## config.mk

```make
export PLATFORM = sky130hd
export DESIGN_NAME = imm_ctrl
export DESIGN_NICKNAME = d
export VERILOG_FILES = /design/src/rtl/imm_ctrl.sv
export SDC_FILE = /design/constraint.sdc
export NUM_CORES = 1
export LEC_CHECK = 0
export ABC_AREA = 1
export ABC_CLOCK_PERIOD_IN_PS = 1000
export CORE_MARGIN = 1
export CORE_UTILIZATION = 45
export CTS_BUF_LIST = sky130_fd_sc_hd__clkbuf_16
export DETAILED_ROUTE_END_ITERATION = 10
export MAX_ROUTING_LAYER = met4
export PLACE_DENSITY = 0.77
export SETUP_SLACK_MARGIN = 0.3
export SYNTH_ARGS = -nofsm -noshare
export SYNTH_HDL_FRONTEND = slang
export SYNTH_SLANG_ARGS = --single-unit
```

## constraint.sdc

```tcl
create_clock -name clk -period 1 [get_ports clk]
set_input_delay 0.2 -clock clk [delete_from_list [all_inputs] [get_ports clk]]
set_output_delay 0.2 -clock clk [all_outputs]
set_load 0.03 [all_outputs]
```

## src/rtl/imm_ctrl.sv

```systemverilog
// imm_ctrl -- decode-stage immediate controller for the 16-bit pipeline.
//
// Drives the shared Extender from the decoder's immediate class and registers
// the 16-bit immediate into the ID/EX boundary. A one-instruction prefix
// supplies the upper byte of a full 16-bit constant for the next
// immediate-using instruction.
//
// Ports:
//   clk            rising-edge clock
//   reset          synchronous, active-high reset
//   in_valid       decoder presents an instruction this cycle
//   imm_field[7:0] raw immediate bits, instr[7:0]
//   imm_kind[1:0]  00 none, 01 imm5 unsigned, 10 imm5 signed, 11 imm8 zero-ext
//   is_prefix      instruction is an immediate prefix (imm_field = upper byte)
//   stall          hold the ID stage
//   flush          squash the ID stage (wins over stall and in_valid)
//   ext_op         Extender.ExtOp (combinational from imm_kind)
//   ext_place      Extender.ExtPlace (combinational from imm_kind)
//   imm_q[15:0]    registered immediate for EX
//   imm_valid_q    imm_q belongs to a valid, immediate-using instruction
//   prefix_used_q  imm_q was formed from a prefix
//   prefix_pending a prefix byte is waiting for its consumer
//   prefix_drop    one-cycle pulse when a pending prefix is discarded

// Immediate extender. ExtPlace selects the 8-bit zero-extended form; otherwise
// the low 5 bits are zero- or sign-extended according to ExtOp.
module Extender (
  input  logic [7:0]  in,
  input  logic        ExtOp,
  input  logic        ExtPlace,
  output logic [15:0] out
);
  assign out[4:0] = in[4:0];

  // Bits 7:5 come from the field only in the imm8 form.
  for (genvar gi = 5; gi < 8; gi++) begin : gMid
    assign out[gi] = ExtPlace ? in[gi] : (ExtOp & in[4]);
  end

  // The upper byte is only ever populated by sign extension of imm5.
  for (genvar gi = 8; gi < 16; gi++) begin : gHigh
    assign out[gi] = ~ExtPlace & ExtOp & in[4];
  end
endmodule

module imm_ctrl (
  input  logic        clk,
  input  logic        reset,
  input  logic        in_valid,
  input  logic [7:0]  imm_field,
  input  logic [1:0]  imm_kind,
  input  logic        is_prefix,
  input  logic        stall,
  input  logic        flush,
  output logic        ext_op,
  output logic        ext_place,
  output logic [15:0] imm_q,
  output logic        imm_valid_q,
  output logic        prefix_used_q,
  output logic        prefix_pending,
  output logic        prefix_drop
);
  typedef enum logic {IDLE = 1'b0, PREFIXED = 1'b1} stateT;

  stateT       stateReg, stateNext;
  logic [7:0]  upperReg, upperNext;
  logic [15:0] immReg, immNext;
  logic        validReg, validNext;
  logic        usedReg, usedNext;
  logic        dropReg, dropNext;
  logic [15:0] extOut;
  logic        accept;

  assign ext_place = (imm_kind == 2'b11);
  assign ext_op    = (imm_kind == 2'b10);

  Extender uExtender (
    .in       (imm_field),
    .ExtOp    (ext_op),
    .ExtPlace (ext_place),
    .out      (extOut)
  );

  assign accept = in_valid & ~stall & ~flush;

  always_ff @(posedge clk) begin
    if (reset) begin
      stateReg <= IDLE;
      upperReg <= 8'h00;
      immReg   <= 16'h0000;
      validReg <= 1'b0;
      usedReg  <= 1'b0;
      dropReg  <= 1'b0;
    end else begin
      stateReg <= stateNext;
      upperReg <= upperNext;
      immReg   <= immNext;
      validReg <= validNext;
      usedReg  <= usedNext;
      dropReg  <= dropNext;
    end
  end

  always_comb begin
    // Defaults: hold everything, drop pulse self-clears.
    stateNext = stateReg;
    upperNext = upperReg;
    immNext   = immReg;
    validNext = validReg;
    usedNext  = usedReg;
    dropNext  = 1'b0;

    if (flush) begin
      // A prefix lost to a redirect is not a decoder error, so no drop pulse.
      stateNext = IDLE;
      upperNext = 8'h00;
      validNext = 1'b0;
      usedNext  = 1'b0;
    end else if (stall) begin
      // Hold: defaults already freeze the stage.
    end else if (!in_valid) begin
      validNext = 1'b0;
      usedNext  = 1'b0;
    end else if (is_prefix) begin
      // Prefix wins over imm_kind; a second prefix displaces the first.
      upperNext = imm_field;
      stateNext = PREFIXED;
      validNext = 1'b0;
      usedNext  = 1'b0;
      dropNext  = (stateReg == PREFIXED);
    end else if (imm_kind != 2'b00) begin
      validNext = 1'b1;
      if (stateReg == PREFIXED) begin
        // Prefixed constant: kind's width and signedness do not apply.
        immNext   = {upperReg, imm_field};
        usedNext  = 1'b1;
        stateNext = IDLE;
      end else begin
        immNext  = extOut;
        usedNext = 1'b0;
      end
    end else begin
      validNext = 1'b0;
      usedNext  = 1'b0;
      dropNext  = (stateReg == PREFIXED);
      stateNext = IDLE;
    end
  end

  assign imm_q          = immReg;
  assign imm_valid_q    = validReg;
  assign prefix_used_q  = usedReg;
  assign prefix_pending = (stateReg == PREFIXED);
  assign prefix_drop    = dropReg;

  // accept is the qualifying condition for the decode branches above.
  logic unusedAccept;
  assign unusedAccept = accept;
endmodule

```

==> results of run 1 <==
-- synth_stat cells --
| library cell | number | share of area, % |
|---|---|---|
| inv_1 | 25 | 7.6 |
| nor2_4 | 1 | 0.91 |
| nor3_1 | 1 | 0.40 |
| o21ai_0 | 7 | 2.8 |
| dfxtp_1 | 28 | 45 |
| a21oi_1 | 4 | 1.6 |
| nand2_1 | 67 | 20 |
| o22ai_1 | 1 | 0.51 |
| buf_4 | 1 | 0.61 |
| nand3_2 | 1 | 0.81 |
| nor2_1 | 47 | 14 |
| nand3_1 | 1 | 0.40 |
| buf_2 | 3 | 1.2 |
| buf_6 | 2 | 1.8 |
| nor2_2 | 2 | 1.0 |
| inv_2 | 1 | 0.30 |
-- through the flow --
step	hold slack, ps	setup TNS [ps]
floorplan	315.8	0
global placement	455.2	-12620
detailed placement	455.3	-13220
CTS	288.0	-125.0
-- repair_timing --
item / 4_1_cts
endpoints found under the hold margin: 0
resized for setup: 122
gates cloned: 3
pin swaps: 26
setup endpoints to repair: 50
buffers inserted: 11
-- logic make-up after synthesis --
logic type,count (synthesis),synth area share (%)
AND/OR/NAND/NOR,120,38.16
AO/OA/AOI/OAI,12,4.960
flip-flops,28,45.34
buffers and inverters,32,11.54
==> flow_metrics.tcl, run 1 <==
set metrics [dict create \
    status "aborted with a tool error" \
    lastStage "5_1_grt" \
    error_line "[ERROR DPL-0033] detailed placement checks failed during check placement." \
    synth_seq_area_share_pct 45.34 \
    hpwlAfterDp_um 2023 \
    clock_path_buffers 2 \
    dp_slack_ps -504.0 \
    port_buffers 37 \
    fp-row-count 18 \
    antenna_found_initial 0 \
    start_util_pct 48.57 \
    htreeDepth 1 \
    postGrtWorstEndpoint "imm_q[13]$_SDFFE_PP0P_/D" \
    numCtsBuffers 3 \
    syn-cell-area_um2 1236 \
    postSynthAreaPerCell_um2 6.438 \
    grt_max_degree 17 \
    pin_count 38 \
    cts_root_buf "clkbuf_16" \
    placed_area_um2 1704 \
    cts.sinks 28 \
    gp_congestion 0.7812 \
    placedCellCount 265 \
    cts_hold_buf 0 \
    worstEpCategory "register data pin" \
    synth_seq_cells 28 \
    fp.dieW_um 54.41 \
    dieHeight_um 54.41 \
    syn-num-nets 208 \
    yosys_warnings 0 \
    postSynthCellCount 192 \
    yosysUniqueCellTypes 16 \
]
==> inputs of run 2 (changes only) <==
- CORE_AREA: default -> 2 2 63 65
- CORE_MARGIN: 1 -> default
- CORE_UTILIZATION: 45 -> default
- CTS_BUF_LIST: sky130_fd_sc_hd__clkbuf_16 -> default
- DIE_AREA: default -> 0 0 65 67
- MAX_ROUTING_LAYER: met4 -> default
- PLACE_DENSITY: 0.77 -> default
- PLACE_DENSITY_LB_ADDON: default -> 0.15
- SETUP_SLACK_MARGIN: 0.3 -> default
==> flow_metrics.tcl, run 2 <==
set metrics [dict create \
    antenna_found_initial 0 \
    worstSetupStartpointType "register" \
    layout_min_cycle_time_ps 1013 \
    cts_tree "built" \
    grtUsageMet2_pct 28.87 \
    fillers 371 \
    route.detailed.drc 0 \
    synth_flop_cell "dfxtp_1" \
    postSynthAreaPerCell_um2 6.438 \
    synth_seq_cells 28 \
    track_usage_pct 16.24 \
    postSynthCellCount 192 \
    pin_count 38 \
    fp.dieW_um 65 \
    powerDensity_nw_per_um2 1127 \
    use_met3_pct 2.027 \
    num_antenna_cells 0 \
    cts_hold_buf 0 \
    finalSetupViolations 1 \
    leakage_nw 1.038 \
    hold_class "in2reg" \
    skew_ps 3.180 \
    syn-num-nets 208 \
    maxCapViolations 0 \
    async_flop_share_pct 0 \
    slew_headroom_pct 74.94 \
    peakVddDrop_mv 0.4643 \
    crit_arrival_ps 810 \
    hpwlAfterDp_um 2035 \
    crit_required_ps 800 \
    critPathMaxStageDelay_ps 400 \
    clkTransAtPathRegs_ps 100 \
    vias 1291 \
    clock_path_buffers 2 \
    htreeDepth 1 \
    gp_congestion 0.7716 \
    timing.final.hold_violations 0 \
    coreArea_um2 3606 \
    path_cells "buf_6" \
    end_kind "output port" \
    die_area_um2 4355 \
    cts.sinks 28 \
    grt-busiest-layer "met2" \
    wirelength_um 3278 \
    final_common_cell "nand2_1" \
    ant_nets 0 \
    drt_iter0_drc 50 \
    grtUsageMet1_pct 20.14 \
    drive_gt1_share_pct 37.96 \
    grt_max_degree 17 \
    worst_slew_pin_slew_ps 375.4 \
    start_util_pct 34.28 \
    synth_edf_count 0 \
    port_buffers 37 \
    largest_reg_flops 16 \
    path_class "reg2out" \
    placed_area_um2 1663 \
    yosys_warnings 0 \
    gr-total-overflow 0 \
    cts_root_buf "clkbuf_8" \
    status "complete, but fails checks" \
    dieHeight_um 67 \
    avgViaCountPerCell 4.406 \
    critPathMaxFanout 6 \
    grt_pass1_vias 1180 \
    slew_viol_final 0 \
    nets 262 \
    ys_top_cells_by_area "dfxtp_1, nand2_1, nor2_1" \
    synth.most_common_cell "nand2_1" \
    layout_worst_path_cycle_share_pct 101.3 \
    fin_setup_tns_ps -13.11 \
    mostFrequentLayoutCells "nand2_1, nor2_1, inv_1, buf_6, dfxtp_2" \
    slowest_stage "dfxtp_4" \
    rsz0062_at_grt "true" \
    final_area_um2 2021 \
    yosys-top-cells-count "nand2_1, nor2_1, dfxtp_1" \
    cp_top_family "flip-flops" \
    yosysUniqueCellTypes 16 \
    syn-cell-area_um2 1236 \
    timing.fmax_mhz 987.1 \
    numCtsBuffers 3 \
    power_w 0.002277 \
    fp-row-count 22 \
    yosys.area.top_type "dfxtp_1" \
    cp.buffers_inverters 1 \
    synth_top_area_share_pct 45.34 \
    clock_latency_ps 280 \
    violations "negative setup slack" \
    routedWlPerCell_um 11.19 \
    syn2layout_area_growth_pct 63.46 \
    grt_pass1_wl_um 5361 \
    drtPass1Iterations 4 \
    synth_seq_area_share_pct 45.34 \
    fin_ws_ps -13.11 \
]
-- run 2: cell counts after synthesis --
No cell type changed its count.
-- run 2: path summary, 6_finish.rpt --
path,startpoint,endpoint,slack (ps),depth (start not counted)
setup / recovery,prefix_pending,prefix_pending,-10,1
hold / removal,stall,imm_valid_q,210,3
setup reg to reg,prefix_pending,imm_q[10],40,6
hold reg to reg,upperReg[4],upperReg[4],470,2
-- run 2: metal layers --
layer	wire length, um	part of all wire, %	up-vias
li1	-	-	676
met1	1469	45	571
met2	1617	49	38
met3	140	4.3	6
met4	50	1.5	0
met5	0	0	-
-- run 2: cell families after synthesis --
| family | Yosys count | synth area share [%] |
|---|---|---|
| flops | 28 | 45.34 |
| buf+inv | 32 | 11.54 |
| compound gates | 12 | 4.960 |
| simple gates | 120 | 38.16 |
-- run 2: per-stage QoR --
stage               worst slack (ps)  std cells  utilization (%)  hold slack, ps
finish                        -13.11        293            56.04           210.9
global route                  -39.74        293            56.04           222.5
CTS                           -17.37        290            51.91           378.1
detailed placement            -435.0        281            46.11           465.3
global placement              -414.7        281            46.11           452.9
floorplan                      37.16        192                -           334.9
-- run 2: report_power, final --
part	switching, W	leakage, nW	internal [W]
Combinational	0.000218	0.775	0.000188
Sequential	0.0000184	0.234	0.00114
Clock	0.000357	0.0288	0.000353
Total	0.000593	1.04	0.00168
-- run 2: area by class of cell --
type | instances | area (um^2) | area share (%)
Multi-Input combinational cell | 132 | 618.1 | 30.59
Timing Repair inverter | 1 | 7.507 | 0.3715
Timing Repair Buffer | 54 | 596.8 | 29.54
Clock buffer | 4 | 55.05 | 2.724
Tap cell | 48 | 60.06 | 2.972
Inverter | 26 | 101.3 | 5.015
Sequential cell | 28 | 581.8 | 28.79
-- run 2: repair_timing --
| item | CTS | global route |
|---|---|---|
| cloned | 3 | 2 |
| gates resized for setup | 25 | 64 |
| setup buffers | 3 | 2 |
| endpoints found under the setup margin | 32 | 47 |
| pin swaps | 5 | 18 |
(Power assumes the default switching activity.)
